[src/rtl/ps2_key_decoder.sv]
// PS/2 set-2 scan-code decoder: resolves E0/F0 prefixes, tracks left/right arrow
// held/press state and queues every decoded key event in a FWFT FIFO.
module ps2_key_decoder #(
  parameter int TIMEOUT_CYCLES = 2000000,
  parameter int FIFO_DEPTH     = 4,
  parameter int ACCEPT_KEYPAD  = 0,
  parameter int ERR_W          = 4
) (
  input  logic             clk,
  input  logic             rst_n,
  input  logic             byte_valid,
  input  logic [7:0]       byte_data,
  input  logic             byte_error,
  output logic             left_held,
  output logic             right_held,
  output logic             left_press,
  output logic             right_press,
  output logic             ev_valid,
  input  logic             ev_ready,
  output logic [7:0]       ev_code,
  output logic             ev_ext,
  output logic             ev_break,
  output logic             overflow,
  output logic [ERR_W-1:0] err_count
);
  localparam int TMR_W = (TIMEOUT_CYCLES > 2) ? $clog2(TIMEOUT_CYCLES) : 1;
  localparam int AW    = $clog2(FIFO_DEPTH);

  typedef enum logic [1:0] {IDLE, PRE_E0, PRE_F0, PRE_E0F0} state_t;
  state_t state, state_nxt;

  logic [TMR_W-1:0] tmr;
  logic discard, timeout, is_e0, is_f0;
  logic emit, emit_ext, emit_brk, left_match, right_match;

  assign is_e0   = byte_data == 8'hE0;
  assign is_f0   = byte_data == 8'hF0;
  assign discard = byte_valid && (byte_error || byte_data == 8'h00 || byte_data == 8'hFF);
  // A byte arriving on the timeout cycle is decoded in the current state.
  assign timeout = (state != IDLE) && !byte_valid && (tmr == TMR_W'(TIMEOUT_CYCLES - 1));

  always_ff @(posedge clk or negedge rst_n) begin
    if (!rst_n) state <= IDLE;
    else        state <= state_nxt;
  end

  always_comb begin
    state_nxt = state;
    if (byte_valid) begin
      if (discard)    state_nxt = IDLE;
      else if (is_e0) state_nxt = PRE_E0;
      else if (is_f0) state_nxt = (state == PRE_E0 || state == PRE_E0F0) ? PRE_E0F0 : PRE_F0;
      else            state_nxt = IDLE;
    end else if (timeout) begin
      state_nxt = IDLE;
    end
  end

  always_comb begin
    emit        = byte_valid && !discard && !is_e0 && !is_f0;
    emit_ext    = (state == PRE_E0) || (state == PRE_E0F0);
    emit_brk    = (state == PRE_F0) || (state == PRE_E0F0);
    left_match  = emit && byte_data == 8'h6B && (emit_ext || ACCEPT_KEYPAD != 0);
    right_match = emit && byte_data == 8'h74 && (emit_ext || ACCEPT_KEYPAD != 0);
  end

  // Every byte (re-)arms the timer, so entry and re-arm share one path.
  always_ff @(posedge clk or negedge rst_n) begin
    if (!rst_n)                                    tmr <= '0;
    else if (byte_valid || state == IDLE || timeout) tmr <= '0;
    else                                           tmr <= tmr + TMR_W'(1);
  end

  always_ff @(posedge clk or negedge rst_n) begin
    if (!rst_n) begin
      left_held   <= 1'b0;
      right_held  <= 1'b0;
      left_press  <= 1'b0;
      right_press <= 1'b0;
      err_count   <= '0;
    end else begin
      left_press  <= left_match  && !emit_brk && !left_held;
      right_press <= right_match && !emit_brk && !right_held;
      if (left_match)  left_held  <= !emit_brk;
      if (right_match) right_held <= !emit_brk;
      if (discard && err_count != {ERR_W{1'b1}}) err_count <= err_count + ERR_W'(1);
    end
  end

  logic [9:0]  mem [FIFO_DEPTH];
  logic [AW-1:0] wr_ptr, rd_ptr;
  logic [AW:0]   count;
  logic full, pop, wr_en;

  assign full  = count == (AW+1)'(FIFO_DEPTH);
  assign pop   = ev_valid && ev_ready;
  assign wr_en = emit && (!full || pop);

  always_ff @(posedge clk) begin
    if (wr_en) mem[wr_ptr] <= {emit_ext, emit_brk, byte_data};
  end

  always_ff @(posedge clk or negedge rst_n) begin
    if (!rst_n) begin
      wr_ptr   <= '0;
      rd_ptr   <= '0;
      count    <= '0;
      overflow <= 1'b0;
    end else begin
      if (wr_en) wr_ptr <= wr_ptr + AW'(1);
      if (pop)   rd_ptr <= rd_ptr + AW'(1);
      case ({wr_en, pop})
        2'b10:   count <= count + (AW+1)'(1);
        2'b01:   count <= count - (AW+1)'(1);
        default: count <= count;
      endcase
      if (emit && full && !pop) overflow <= 1'b1;
    end
  end

  // Head is masked while empty so the uninitialised storage never leaks out.
  assign ev_valid = count != '0;
  assign ev_code  = ev_valid ? mem[rd_ptr][7:0] : 8'h00;
  assign ev_break = ev_valid ? mem[rd_ptr][8]   : 1'b0;
  assign ev_ext   = ev_valid ? mem[rd_ptr][9]   : 1'b0;
endmodule

[config.mk]
export PLATFORM = sky130hd
export DESIGN_NAME = ps2_key_decoder
export DESIGN_NICKNAME = d
export VERILOG_FILES = /design/src/rtl/ps2_key_decoder.sv
export SDC_FILE = /design/constraint.sdc
export NUM_CORES = 1
export LEC_CHECK = 0
export ABC_AREA = 1
export BUFFER_PORTS_ARGS = -buffer_cell sky130_fd_sc_hd__clkbuf_2
export CAP_MARGIN = 10
export CELL_PAD_IN_SITES_DETAIL_PLACEMENT = 1
export CELL_PAD_IN_SITES_GLOBAL_PLACEMENT = 1
export CORE_MARGIN = 5
export CORE_UTILIZATION = 50
export CTS_CLUSTER_DIAMETER = 80
export DETAILED_ROUTE_END_ITERATION = 10
export PLACE_DENSITY_LB_ADDON = 0.1
export SLEW_MARGIN = 20
export SYNTH_ARGS = -nofsm -noshare
export SYNTH_HDL_FRONTEND = slang
export SYNTH_SLANG_ARGS = --single-unit
[constraint.sdc]
create_clock -name clk -period 4.51 [get_ports clk]
set_input_delay 0 -clock clk [delete_from_list [all_inputs] [get_ports clk]]
set_output_delay 0 -clock clk [all_outputs]
set_load 0.05 [all_outputs]
==> results.md <==
* Total power draw at 2340 uW
* Post-CTS setup buffer count at 0
* Max H-tree Level at 3
* Pin count of the biggest net entering global routing at 40
* Syn nets at 429
* DR vias/cell at about 5.2
* Remaining antenna violation count at 0
* Max-slew headroom at 25.3%
* Port Buffers at 32
* Critical path cell sequence: dlygate4sd3_1, clkbuf_2, inv_1, nand2_1, nor2_1, nand2_2, nand4_2, nor2_4, o21ai_4, nor2_1
* Static leakage at 0.00183 uW
* Ratio of cells with drive above 1 in the final layout at 19.2%
* Max Cap Viol at 0
* Delay of the slowest cell on the worst path at ~850 ps
* Setup crit start kind: input pin
* Main synth FF type: edfxtp_1
* Gr busiest metal: met2
* Detailed Route WL at about 9300 um
* Critical path data required time at between 4000 and 5000 ps
* CTS Hold Buffers Added at 10
* Pwr dens at 527 nW/um^2
* Worst vdd ir at roughly 0.25 mV
* Clock Path Buffers at 2
* Number of top-level pins at 33
* Combinational fraction of design power at 39.2%
* Core Area at 7690 um^2
* Synthesized area per cell at 9.60 um^2
* CTS tree: yes
* Initial antenna violation count at 0
* Worst reg2reg setup slack at 2290 ps
* Clock sinks at 79
* Routability Congestion at 0.843
* Internal Pwr Total at 1300 uW
* Switching power at roughly 1000 uW
* Worst hold path type: in -> reg
* Mapped cell area at 3930 um^2
* Clock Latency Late Sink at 360 ps
* Vias in the first global route at 3248
* Status: finished, final reports clean
* Fmax at 417 MHz
* Setup crit end kind: register
* Drt drc at 0
* Dpl hpwl at 6820 um
* Worst hold start: ev_ready
* Commonest cells post-synth: 78 x nor2_1, 48 x nand2_1, 41 x inv_1
* Delay-heaviest family, CP: simple AND/OR/NAND/NOR gates
* Total track usage at slightly above 20%
* Area share of the largest cell type after synthesis at 30.6%
* Tcrit/Tclk final at a little over half
* Number of DRC markers in iteration 0 at 102
* P&R area growth vs syn at 13.3%
* CP Max Fanout at 10
* Worst Hold Depth at 4
* Starting Density at 51.1%
* Most frequent cell after synthesis: nor2_1
* Clk pwr share at between 20% and 30%
* DR vias at 2913
* GR Util met3 at under 10%
* First-pass GRT wire length at 15700 um
* Clk slew on worst S/H paths at 90 ps
* Library cells used by synthesis at 44
* CTS Root Cell: clkbuf_8
* Buffers & Inverters on Critical Path at 3
* CP arrival at 2370 ps
* Seq/Total Area, Yosys at 55.5%
* Fin. max-slew vios at 0
* Max stage delay cell, worst path: nor2_1
* Top cells by area, synth: edfxtp_1 31%, dfrtp_1 25%, nor2_1 7.5%
* Number of synthesized flops with an enable pin at 40
* Drt first pass iters at 4
* Worst-Margin Slew at 1120 ps
* Critical path class: in -> reg
* Die Ht at 98.6 um
* Total negative slack at 0 ps
* Net Sw Frac at 44.7%
* Cell count after synthesis at 409
* FILL cells at 930
* Reg-to-Reg End: mem[3][1]
* Yosys top cell by area: edfxtp_1
* GR Overflow Total at 0
* Min Tclk post-route at 2400 ps
* TritonCTS buffer count at 9
* RSZ-0062 raised after global routing: no
* GRT met1 Usage at 24.1%
* Final #Nets at 474
* Rows at 32
* Async set-reset flop share out of synthesis at 49.4%
* Resize count post-CTS at 0
* Die W at 98.6 um
* WL/cell at 16.6 um
* Worst Hold End: rd_ptr[0]
* Yosys reg bits at 79
* Final setup viols at 0
* Worst reg2reg path depth at 6
* Fin. Hold Viols at 0
* Synth Warn # at 0
* Met2 usage at a little under two fifths
* R2r startpoint: count[0]
* Clk_skew at 15.3 ps
* Worst Hold Slack at 47.9 ps
* ANT cells at 0
* Reg power frac at 40.6%
* Most common cell on crit path: nor2_1
* Die area at between 9000 and 10000 um^2
[logic make-up (layout without fill, tap and decap cells)]
| family | count (synthesis) | count (layout) | synth area share (%) |
|---|---|---|---|
| simple gates | 201 | 201 | 25.7 |
| xor+xnor | 10 | 10 | 2.42 |
| buf+inv | 57 | 107 | 5.64 |
| compound gates | 55 | 55 | 8.32 |
| flops | 79 | 79 | 55.5 |
| fa+ha+maj | 7 | 7 | 2.42 |
[stage by stage]
stage          worst slack [ps]  cells  area (um^2)  util, %
3_3_place_gp               2420    535         4180     54.3
4_1_cts                    2050    561         4450     57.8
3_5_place_dp               2310    535         4180     54.3
2_1_floorplan              2450    409         3930        -
6_report                   2110    561         4450     57.8
5_1_grt                    1870    561         4450     57.8
[sequential cells by signal, summed over array words and instances (netlist names), 2 cells and up]
name       cells
state          2
tmr           21
err_count      4
wr_ptr         2
count          3
mem           40
rd_ptr         2
[worst reg2reg max path: stages, from the launching register on]
cell and delay, ps:
dfrtp_1 430, nor2_2 60, nand2_1 120, nand2_2 100, inv_2 150, o21ai_4 110, nor2_1 850
[worst max path at each step]
stage                            start          to  cells after the start
after global placement        count[0]   mem[3][9]                      6
after detailed placement  byte_data[7]   mem[3][2]                      9
after global routing         rd_ptr[0]  ev_code[3]                      4
after CTS                    rd_ptr[0]  ev_code[3]                      4
final                     byte_data[7]   mem[3][1]                     10
after floorplan               count[0]   mem[0][0]                      6
[layout make-up]
| class | instances | area, um^2 | area share (%) |
|---|---|---|---|
| sequential | 79 | 2180 | 49.0 |
| clock inverter | 3 | 21.3 | 0.478 |
| tap | 102 | 128 | 2.87 |
| timing repair buffer | 42 | 260 | 5.85 |
| multi-input combinational | 273 | 1530 | 34.3 |
| inverter | 49 | 184 | 4.14 |
| clock buffer | 13 | 149 | 3.35 |
[routing by layer]
layer | share of wire (%) | up-vias
li1 | - | 1436
met1 | 42 | 1419
met2 | 53 | 39
met3 | 2.6 | 19
met4 | 2.3 | 0
met5 | 0 | -
[power groups by stage]
stage               registers, uW  clock network [uW]  logic (uW)
finish                        951                 475         919
floorplan                     971                   0         675
global route                  967                 526        1010
detailed placement            968                   0         918
CTS                           953                 485         930
global placement              961                   0         889
[layout by cell type (no fill, tap or decap), drive strengths merged, types with 9 or more instances in the layout]
cell / Yosys / layout
a21oi: 20 / 20
dlygate4sd3: 0 / 10
nand2: 63 / 63
nand3: 16 / 16
inv: 47 / 47
edfxtp: 40 / 40
dfrtp: 39 / 39
nor3: 14 / 14
o21ai: 26 / 26
clkbuf: 6 / 44
nor2: 89 / 89
nand4: 9 / 9
(Power assumes the default switching activity.)
